### src/rtl/neuron_seq_pkg.sv
// Shared FSM state encoding and width helpers for the spike/weight sequencer.
package neuron_seq_pkg;

  typedef enum logic [1:0] {
    ST_IDLE   = 2'd0,
    ST_FETCH  = 2'd1,
    ST_DRAIN  = 2'd2,
    ST_UPDATE = 2'd3
  } seq_state_e;

  function automatic int addr_width(input int n);
    return (n > 1) ? $clog2(n) : 1;
  endfunction

  function automatic int count_width(input int n);
    return $clog2(n + 1);
  endfunction

endpackage

### src/rtl/seq_spike_shifter.sv
// Load/shift register for the latched spike vector; bit 0 gates the weight slot
// currently being registered, and the register shifts once per consumed slot.
module seq_spike_shifter #(
  parameter int N = 31
) (
  input  logic         clk,
  input  logic         rst,
  input  logic         load_i,
  input  logic [N-1:0] spikes_i,
  input  logic         shift_i,
  output logic         gate_o
);

  logic [N-1:0] sr_q, sr_d;

  always_comb begin
    sr_d = sr_q;
    if (load_i) begin
      sr_d = spikes_i;
    end else if (shift_i) begin
      sr_d = {1'b0, sr_q[N-1:1]};
    end
  end

  always_ff @(posedge clk or posedge rst) begin
    if (rst) begin
      sr_q <= '0;
    end else begin
      sr_q <= sr_d;
    end
  end

  assign gate_o = sr_q[0];

endmodule

### src/rtl/spike_weight_sequencer.sv
// Streams N spike-gated weights per timestep into the neuron accumulator, then
// pulses updateEnable/done. Define SPIKE_COUNT_EN to add the spikeCount output.
module spike_weight_sequencer
  import neuron_seq_pkg::*;
#(
  parameter int INTEGER_WIDTH   = 16,
  parameter int DATA_WIDTH_FRAC = 0,
  parameter int DATA_WIDTH      = INTEGER_WIDTH + DATA_WIDTH_FRAC,
  parameter int num_input       = 31,
  parameter int ADDR_WIDTH      = addr_width(num_input),
  parameter int UPDATE_DELAY    = 1
) (
  input  logic                  clk,
  input  logic                  reset,
  // start is taken only in a cycle where ready=1; start while busy is dropped.
  input  logic                  start,
  input  logic [num_input-1:0]  spikeIn,
  output logic                  ready,
  output logic [ADDR_WIDTH-1:0] weightAddr,
  output logic                  weightRdEn,
  input  logic [DATA_WIDTH-1:0] weightRdata,
  output logic [DATA_WIDTH-1:0] weightData,
  output logic                  weightValid,
  output logic                  updateEnable,
  output logic                  done,
  output logic [1:0]            stateDbg
`ifdef SPIKE_COUNT_EN
  ,
  output logic [count_width(num_input)-1:0] spikeCount
`endif
);

  localparam int DRAIN_W = $clog2(UPDATE_DELAY + 1) + 1;
  localparam logic [ADDR_WIDTH-1:0] ADDR_LAST  = ADDR_WIDTH'(num_input - 1);
  localparam logic [DRAIN_W-1:0]    DRAIN_LAST = DRAIN_W'(UPDATE_DELAY);

  seq_state_e            state_q, state_d;
  logic [ADDR_WIDTH-1:0] addr_q, addr_d;
  logic [DRAIN_W-1:0]    drain_q, drain_d;
  logic                  load;
  logic                  slot_q;
  logic                  gate;
  logic [DATA_WIDTH-1:0] wdata_q;
  logic                  wvalid_q;

  always_comb begin
    state_d = state_q;
    addr_d  = addr_q;
    drain_d = drain_q;
    load    = 1'b0;
    case (state_q)
      ST_IDLE: begin
        if (start) begin
          state_d = ST_FETCH;
          addr_d  = '0;
          load    = 1'b1;
        end
      end
      ST_FETCH: begin
        if (addr_q == ADDR_LAST) begin
          state_d = ST_DRAIN;
          addr_d  = '0;
          drain_d = '0;
        end else begin
          addr_d = addr_q + ADDR_WIDTH'(1);
        end
      end
      ST_DRAIN: begin
        if (drain_q == DRAIN_LAST) begin
          state_d = ST_UPDATE;
        end else begin
          drain_d = drain_q + DRAIN_W'(1);
        end
      end
      ST_UPDATE: begin
        state_d = ST_IDLE;
      end
      default: begin
        state_d = ST_IDLE;
      end
    endcase
  end

  always_ff @(posedge clk or posedge reset) begin
    if (reset) begin
      state_q <= ST_IDLE;
      addr_q  <= '0;
      drain_q <= '0;
    end else begin
      state_q <= state_d;
      addr_q  <= addr_d;
      drain_q <= drain_d;
    end
  end

  // slot_q marks the cycle in which weightRdata carries a requested word.
  always_ff @(posedge clk or posedge reset) begin
    if (reset) begin
      slot_q   <= 1'b0;
      wvalid_q <= 1'b0;
      wdata_q  <= '0;
    end else begin
      slot_q   <= (state_q == ST_FETCH);
      wvalid_q <= slot_q;
      wdata_q  <= (slot_q && gate) ? weightRdata : '0;
    end
  end

  seq_spike_shifter #(
    .N(num_input)
  ) u_shifter (
    .clk     (clk),
    .rst     (reset),
    .load_i  (load),
    .spikes_i(spikeIn),
    .shift_i (slot_q),
    .gate_o  (gate)
  );

  assign ready        = (state_q == ST_IDLE);
  assign weightAddr   = addr_q;
  assign weightRdEn   = (state_q == ST_FETCH);
  assign weightData   = wdata_q;
  assign weightValid  = wvalid_q;
  assign updateEnable = (state_q == ST_UPDATE);
  assign done         = (state_q == ST_UPDATE);
  assign stateDbg     = state_q;

`ifdef SPIKE_COUNT_EN
  localparam int CNT_WIDTH = count_width(num_input);

  logic [CNT_WIDTH-1:0] run_cnt_q;
  logic [CNT_WIDTH-1:0] count_q;

  always_ff @(posedge clk or posedge reset) begin
    if (reset) begin
      run_cnt_q <= '0;
      count_q   <= '0;
    end else begin
      if (load) begin
        run_cnt_q <= '0;
      end else if (slot_q && gate) begin
        run_cnt_q <= run_cnt_q + CNT_WIDTH'(1);
      end
      if (state_q == ST_UPDATE) begin
        count_q <= run_cnt_q;
      end
    end
  end

  assign spikeCount = count_q;
`endif

endmodule
### config.mk
export PLATFORM = sky130hd
export DESIGN_NAME = spike_weight_sequencer
export DESIGN_NICKNAME = d
export VERILOG_FILES = /design/src/rtl/neuron_seq_pkg.sv /design/src/rtl/seq_spike_shifter.sv /design/src/rtl/spike_weight_sequencer.sv
export SDC_FILE = /design/constraint.sdc
export NUM_CORES = 1
export LEC_CHECK = 0
export ABC_AREA = 1
export BUFFER_PORTS_ARGS = -buffer_cell sky130_fd_sc_hd__buf_4
export CORE_MARGIN = 3
export CORE_UTILIZATION = 55
export DETAILED_ROUTE_END_ITERATION = 10
export GPL_TIMING_DRIVEN = 0
export HOLD_SLACK_MARGIN = 0.05
export PLACE_DENSITY = 0.84
export SYNTH_ARGS = -nofsm -noshare
export SYNTH_HDL_FRONTEND = slang
export SYNTH_SLANG_ARGS = --single-unit
### constraint.sdc
create_clock -name clk -period 2.9 [get_ports clk]
set_input_delay 0.145 -clock clk [delete_from_list [all_inputs] [get_ports clk]]
set_output_delay 0.145 -clock clk [all_outputs]
set_load 0.05 [all_outputs]
==> results of run 1 <==
==> cell families after synthesis <==
group | count (synthesis) | synth area share
adders and majority gates | 7 | 0.03233
and+or+nand+nor | 180 | 0.3215
buffers and inverters | 54 | 0.09330
AOI/OAI and AO/OA | 7 | 0.01709
DFF | 58 | 0.5358
==> power breakdown <==
group	internal, mW	leakage, nW	switching [mW]	total, mW
sequential	1.09	0.755	0.176	1.27
clock	0.347	0.0920	0.304	0.651
combinational	0.609	1.17	1.13	1.73
total	2.05	2.02	1.61	3.65
==> through the flow <==
stage          setup slack, ns  hold slack (ns)  instance area (um2)
3_3_place_gp            0.6273           0.3645                 3361
5_1_grt                  1.266          0.05113                 3761
2_1_floorplan           0.9258           0.2512                 2709
3_5_place_dp             1.464           0.2192                 3381
6_report                 1.328          0.05007                 3761
4_1_cts                  1.321          0.05031                 3751
==> Yosys cell counts <==
| cell type | instances | area, um2 |
|---|---|---|
| or2_2 | 1 | 6.260 |
| o21ai_4 | 1 | 16.27 |
| nand3b_1 | 2 | 15.01 |
| buf_4 | 7 | 52.55 |
| ha_1 | 7 | 87.58 |
| inv_1 | 32 | 120.1 |
| o21ai_0 | 2 | 10.01 |
| dfrtp_1 | 58 | 1451 |
| buf_2 | 13 | 65.06 |
| clkbuf_1 | 1 | 3.750 |
| buf_6 | 1 | 11.26 |
| nand4_1 | 1 | 6.260 |
| nand2_2 | 2 | 12.51 |
| nand2_4 | 2 | 22.52 |
| nand3_1 | 125 | 625.6 |
| nand3_2 | 1 | 10.01 |
| nand2_1 | 22 | 82.58 |
| a21oi_1 | 4 | 20.02 |
| nor2_1 | 24 | 90.09 |
==> per-layer routing <==
metal  wire [um]  up-vias  global-route usage
met5           0        -                   0
met4         129        0             0.09783
met3         480       16             0.07447
met2        3408       97              0.4273
met1        3004     1236              0.3213
li1            -     1232                   -
==> cell type report <==
class                      instances  area (um2)
timing repair buffer              98       800.8
tap                               65       81.33
multi-input combinational        194        1005
buffer                            22       132.6
inverter                          32       120.1
clock inverter                     3       15.01
fill                             308       803.3
clock buffer                      12       155.1
sequential                        58        1451
==> worst max-delay path, delay by kind of cell, from the launching register on <==
| kind | cells | cell delay [ns] |
|---|---|---|
| DFF | 1 | 0.43 |
| adders and majority gates | 1 | 0.30 |
| buffers and inverters | 2 | 0.35 |
==> worst paths after layout <==
check / startpoint / to / slack (ns) / cells past startpoint
max: stateDbg[1] / weightRdEn / 1.33 / 3
min: spikeIn[24] / u_shifter.sr_q[24] / 0.05 / 3
min reg2reg: slot_q / weightValid / 0.50 / 0
min in group asynchronous: reset / u_shifter.sr_q[20] / 0.40 / 3
max reg2reg: stateDbg[0] / u_shifter.sr_q[23] / 1.41 / 7
max in group asynchronous: reset / weightData[3] / 1.94 / 4
==> sequential cells by signal, indices dropped and copies added (netlist names) <==
signal	flops
slot_q	1
drain_q	2
weightAddr	5
stateDbg	2
weightData	16
weightValid	1
u_shifter.sr_q	31
==> key figures, run 1 <==
Clock tree
  • Max clock buf depth: 2
  • CTS tree: yes
  • H-tree levels: 3
  • Clock-pin slew on the worst setup and hold paths: 0.07 ns
  • Clk sink count: 58
  • PostCTS Resize Cnt: 0
  • Setup Fix Bufs, Post-CTS: 0
  • Cts bufs inserted: 9
  • Hold Buf Count CTS: 20
  • Clock Tree Root: clkbuf_8
  • Clock Latency Late Sink: 0.34 ns

Pwr
  • PD cells: 971.7 nW/um2
  • LEAKAGE: 2.020 nW
  • Final Power: 3.654 mW
  • Peak supply drop: 0.8567 mV

GRT
  • Global-route wire length before repair: 11,890 um
  • Vias in the first global route: 2,544
  • GR Overflow Total: 0
  • Gr usage total: 0.2578
  • Pin count of the biggest net entering global routing: 36
  • Initial antenna violation count: 0

Logic synthesis
  • Seq cells post-synth: 58
  • Yosys cell types: 19
  • Mean post-synth cell area: 8.852 um2
  • Sequential cell area fraction in the yosys report: 0.5358
  • Yosys warning count: 0
  • Synth Instances: 306
  • Mapped cell area: 2709 um2
  • Synthesized net count: 363

STA
  • Clock skew: 0.007523 ns
  • Max Fclk: 0.6360 GHz
  • RSZ-0062 raised after global routing: no
  • Fin Setup TNS: 0 ns
  • Fin. Hold Viols: 0
  • Setup Viol. Count Final: 0
  • Worst-margin pin slew: 0.5204 ns
  • Final min period: 1.572 ns
  • Final period util: 0.5422
  • Max-slew violation count: 0
  • Slew headroom: 0.6525

Place
  • Routability Congestion: 0.7989
  • I/O Buffers: 76
  • Dpl cells: 448
  • Detailed placement HPWL: 4663 um

Route
  • TritonRoute pass-1 iters: 4
  • Via density: 5.333
  • WL/cell: 14.51 um
  • DR iter-0 viols: 215
  • Drt drc: 0
  • Final WL: 7022 um
  • Total vias in the final route: 2,581
  • Antenna Violating Nets Remaining: 0

Floorplanning
  • Row count: 24
  • Die area: 5803 um2
  • Die Wd: 76.18 um
  • Die Y: 76.18 um
  • Core area: 4564 um2
  • IO Count: 78
  • Starting Density: 0.5935

Worst setup path
  • CP required: 2.76 ns
  • Crit path max fanout: 5
  • CP startpoint kind: flip-flop
  • Crit-path slowest cell: dfrtp_1
  • CP Capture Type: output pin
  • WS Path Type: flip-flop to output pin
  • Max incr delay on CP: 0.43 ns
  • Worst path arrival time: 1.43 ns
  • Critical Path, Cell by Cell: inv_1 -> ha_1 -> buf_4

Worst hold path
  • Min-Delay Path Class: input port to flip-flop

Cells and area
  • Share of cells above drive strength 1: 0.2864
  • Fin util: 0.8240
  • Area growth syn-to-layout: 38.85%
  • Antenna fix cells: 0
  • Post-route non-filler standard cell count: 484
  • Most common cell after layout, fill and taps aside: nand3_1
  • Commonest non-fill, non-tap cells in the layout: nand3_1, buf_4, dfrtp_1, inv_1, nor2_1
  • Nets: 472

Status
  • Status: completed

Flow run
  • Max-capacitance violation count: 0
No activity file was read; power rests on OpenSTA's default activity.
==> inputs of run 2 (changes only) <==
--- a/config.mk
+++ b/config.mk
@@ -8,11 +8,11 @@
 export ABC_AREA = 1
 export BUFFER_PORTS_ARGS = -buffer_cell sky130_fd_sc_hd__buf_4
 export CORE_MARGIN = 3
-export CORE_UTILIZATION = 55
+export CORE_UTILIZATION = 46
 export DETAILED_ROUTE_END_ITERATION = 10
 export GPL_TIMING_DRIVEN = 0
 export HOLD_SLACK_MARGIN = 0.05
-export PLACE_DENSITY = 0.84
+export PLACE_DENSITY = 0.75
 export SYNTH_ARGS = -nofsm -noshare
 export SYNTH_HDL_FRONTEND = slang
 export SYNTH_SLANG_ARGS = --single-unit
==> constraint.sdc (replaced) <==
create_clock -name clk -period 1.3 [get_ports clk]
set_input_delay 0.065 -clock clk [delete_from_list [all_inputs] [get_ports clk]]
set_output_delay 0.065 -clock clk [all_outputs]
set_load 0.05 [all_outputs]
==> key figures, run 2 (synthesized netlist as in run 1, its figures left out) <==
Clock tree
  • Clock-pin slew on the worst setup and hold paths: 0.07 ns (about the same)
  • Max clock buf depth: 2 (unchanged)
  • Clock Latency Late Sink: 0.34 ns (about the same)
  • Clock Tree Root: clkbuf_8 (unchanged)
  • Clk sink count: 58 (unchanged)
  • Cts bufs inserted: 9 (unchanged)
  • CTS tree: yes (unchanged)
  • H-tree levels: 3 (unchanged)

Worst hold path
  • HP Start: start (was spikeIn[24])
  • End of the worst hold path: u_shifter.sr_q[29] (was u_shifter.sr_q[24])
  • Min-Delay Path Class: input port to flip-flop (unchanged)
  • Hold Path Depth: 3 (unchanged)

Pwr
  • PD cells: 2146 nW/um2 (was 971.7 nW/um2)
  • LEAKAGE: 2.190 nW (was 2.020 nW)
  • Peak supply drop: 1.892 mV (was 0.8567 mV)

Route
  • Met3 WL: 532 um (was 480 um)
  • Antenna Violating Nets Remaining: 0 (unchanged)
  • Via density: 5.266 (was 5.333)
  • Final WL: 7996 um (was 7022 um)
  • Drt drc: 0 (unchanged)
  • Total vias in the final route: 2,754 (was 2,581)
  • DR iter-0 viols: 246 (was 215)
  • WL/cell: 15.29 um (was 14.51 um)
  • Met2 WL: 4079 um (was 3408 um)
  • TritonRoute pass-1 iters: 6 (was 4)
  • Routed met1 length: 3214 um (was 3004 um)
  • Highest routed layer: met4 (unchanged)

Place
  • Pre-CTS setup slack: -0.08519 ns (was 1.464 ns)
  • I/O Buffers: 76 (unchanged)
  • Routability Congestion: 0.7930 (was 0.7989)
  • Post-DP Area: 3408 um2 (was 3381 um2)
  • Detailed placement HPWL: 4820 um (was 4663 um)

STA
  • Fin. Hold Viols: 0 (unchanged)
  • Clock skew: 0.008763 ns (was 0.007523 ns)
  • Final min period: 1.384 ns
  • Setup Viol. Count Final: 34 (was 0)
  • Final period util: 1.065
  • Setup slack after layout: -0.08415 ns (was 1.328 ns)
  • Slew headroom: 0.6417 (was 0.6525)
  • Max Fclk: 0.7225 GHz
  • Max-slew violation count: 0 (unchanged)
  • Worst-margin pin slew: 0.5374 ns (was 0.5204 ns)
  • RSZ-0062 raised after global routing: yes (was no)
  • Worst hold slack: 0.1277 ns (was 0.05007 ns)

Status
  • Status: finished, violations left (was completed)
  • Failing checks: negative setup slack

GRT
  • Initial antenna violation count: 0 (unchanged)
  • Gr usage total: 0.2469 (was 0.2578)
  • Pin count of the biggest net entering global routing: 59 (was 36)
  • Global-route wire length before repair: 12,590 um (was 11,890 um)
  • Vias in the first global route: 2,716 (was 2,544)
  • GR Overflow Total: 0 (unchanged)

Worst setup path
  • CP Capture Type: flip-flop (was output pin)
  • FF-to-FF End: u_shifter.sr_q[1] (was u_shifter.sr_q[23])
  • CP startpoint kind: flip-flop (unchanged)
  • Reg2reg setup slack: -0.08 ns (was 1.41 ns)
  • Critical R2R Launch: stateDbg[1] (was stateDbg[0])
  • Crit path max fanout: 10 (was 5)
  • Worst setup path startpoint: stateDbg[1] (unchanged)
  • CP required: 1.50 ns (was 2.76 ns)
  • Worst path arrival time: 1.59 ns (was 1.43 ns)
  • FF-to-FF path depth: 7 (unchanged)
  • WS Path Type: flip-flop to flip-flop (was flip-flop to output pin)

Floorplanning
  • Starting Density: 0.4830 (was 0.5935)
  • Core area: 5608 um2 (was 4564 um2)
  • Die Wd: 82.74 um (was 76.18 um)
  • Die area: 6846 um2 (was 5803 um2)
  • Row count: 27 (was 24)
  • IO Count: 78 (unchanged)
  • Die Y: 82.74 um (was 76.18 um)

Flow run
  • Max-capacitance violation count: 0 (unchanged)

Cells and area
  • Flip-flop count of the largest register after layout: 31 (unchanged)
  • Commonest non-fill, non-tap cells in the layout: nand3_1, buf_4, dfrtp_1, dlygate4sd3_1, inv_1 (was nand3_1, buf_4, dfrtp_1, inv_1, nor2_1)
  • Fin util: 0.7671 (was 0.8240)
  • Nets: 504 (was 472)
  • Antenna fix cells: 0 (unchanged)
  • Filler cells: 370 (was 308)
  • Share of cells above drive strength 1: 0.3459 (was 0.2864)
  • Most common cell after layout, fill and taps aside: nand3_1 (unchanged)
  • Area growth syn-to-layout: 58.80% (was 38.85%)
  • Largest Register: u_shifter.sr_q (unchanged)
  • Final instance area: 4302 um2 (was 3761 um2)
run 2: changes by cell type in the layout (fill, tap and decap cells not counted), moves of 5 or more:
cell and delta:
nand3_2 +9, nand2_1 -5, buf_6 +6, nand2_2 +5
nand3_1 -9, dlygate4sd3_1 +27, inv_1 -5
run 2: worst max-delay path by stage:
stage	end	slack (ns)
after floorplan	weightAddr[2]	-0.24
final	u_shifter.sr_q[1]	-0.08
after global routing	u_shifter.sr_q[1]	-0.13
after detailed placement	u_shifter.sr_q[26]	-0.09
after CTS	weightAddr[4]	-0.03
after global placement	u_shifter.sr_q[23]	-0.06
run 2: layout make-up:
| type | count | area (um2) | share of cell area |
|---|---|---|---|
| tap | 72 | 90.09 | 0.02094 |
| timing repair buffer | 130 | 1116 | 0.2595 |
| clock buffer | 13 | 168.9 | 0.03927 |
| buffer | 22 | 165.2 | 0.03839 |
| inverter | 32 | 128.9 | 0.02996 |
| clock inverter | 2 | 35.03 | 0.008144 |
| multi-input combinational | 194 | 1141 | 0.2653 |
| sequential | 58 | 1456 | 0.3386 |
run 2: worst max-delay path, stage by stage (launching register included):
cell     delay [ns]
dfrtp_2        0.44
inv_4          0.08
ha_4           0.14
buf_8          0.13
nand2_8        0.10
buf_6          0.16
nand3_1        0.09
nand3_1        0.10
run 2: per-stage QoR:
step	cells	TNS [ns]	power (mW)
after floorplan	306	-8.818	5.723
after global placement	454	-1.082	6.647
after detailed placement	454	-1.976	6.783
after CTS	521	-0.3355	8.950
after global routing	523	-2.999	9.783
final	523	-0.9088	9.233
run 2: layer usage:
metal | GRT usage | vias to the layer above
met3 | 0.06508 | 18
met5 | 0 | -
met4 | 0.08497 | 0
met2 | 0.4295 | 116
met1 | 0.2948 | 1320
li1 | - | 1300
run 2: timing repair:
item / 4_1_cts / 5_1_grt
hold endpoints to repair: 47 / 22
gates resized for setup: 19 / 19
setup endpoints to repair: 42 / 42
gates cloned: 0 / 0
hold buffers: 47 / 1
buffers inserted: 5 / 0
pin swaps: 5 / 4
run 2: power by group:
group	leakage (nW)	internal, mW	switching [mW]
registers	0.751	2.45	0.437
clock network	0.106	1.03	0.710
logic	1.33	1.77	2.83
total	2.19	5.25	3.98
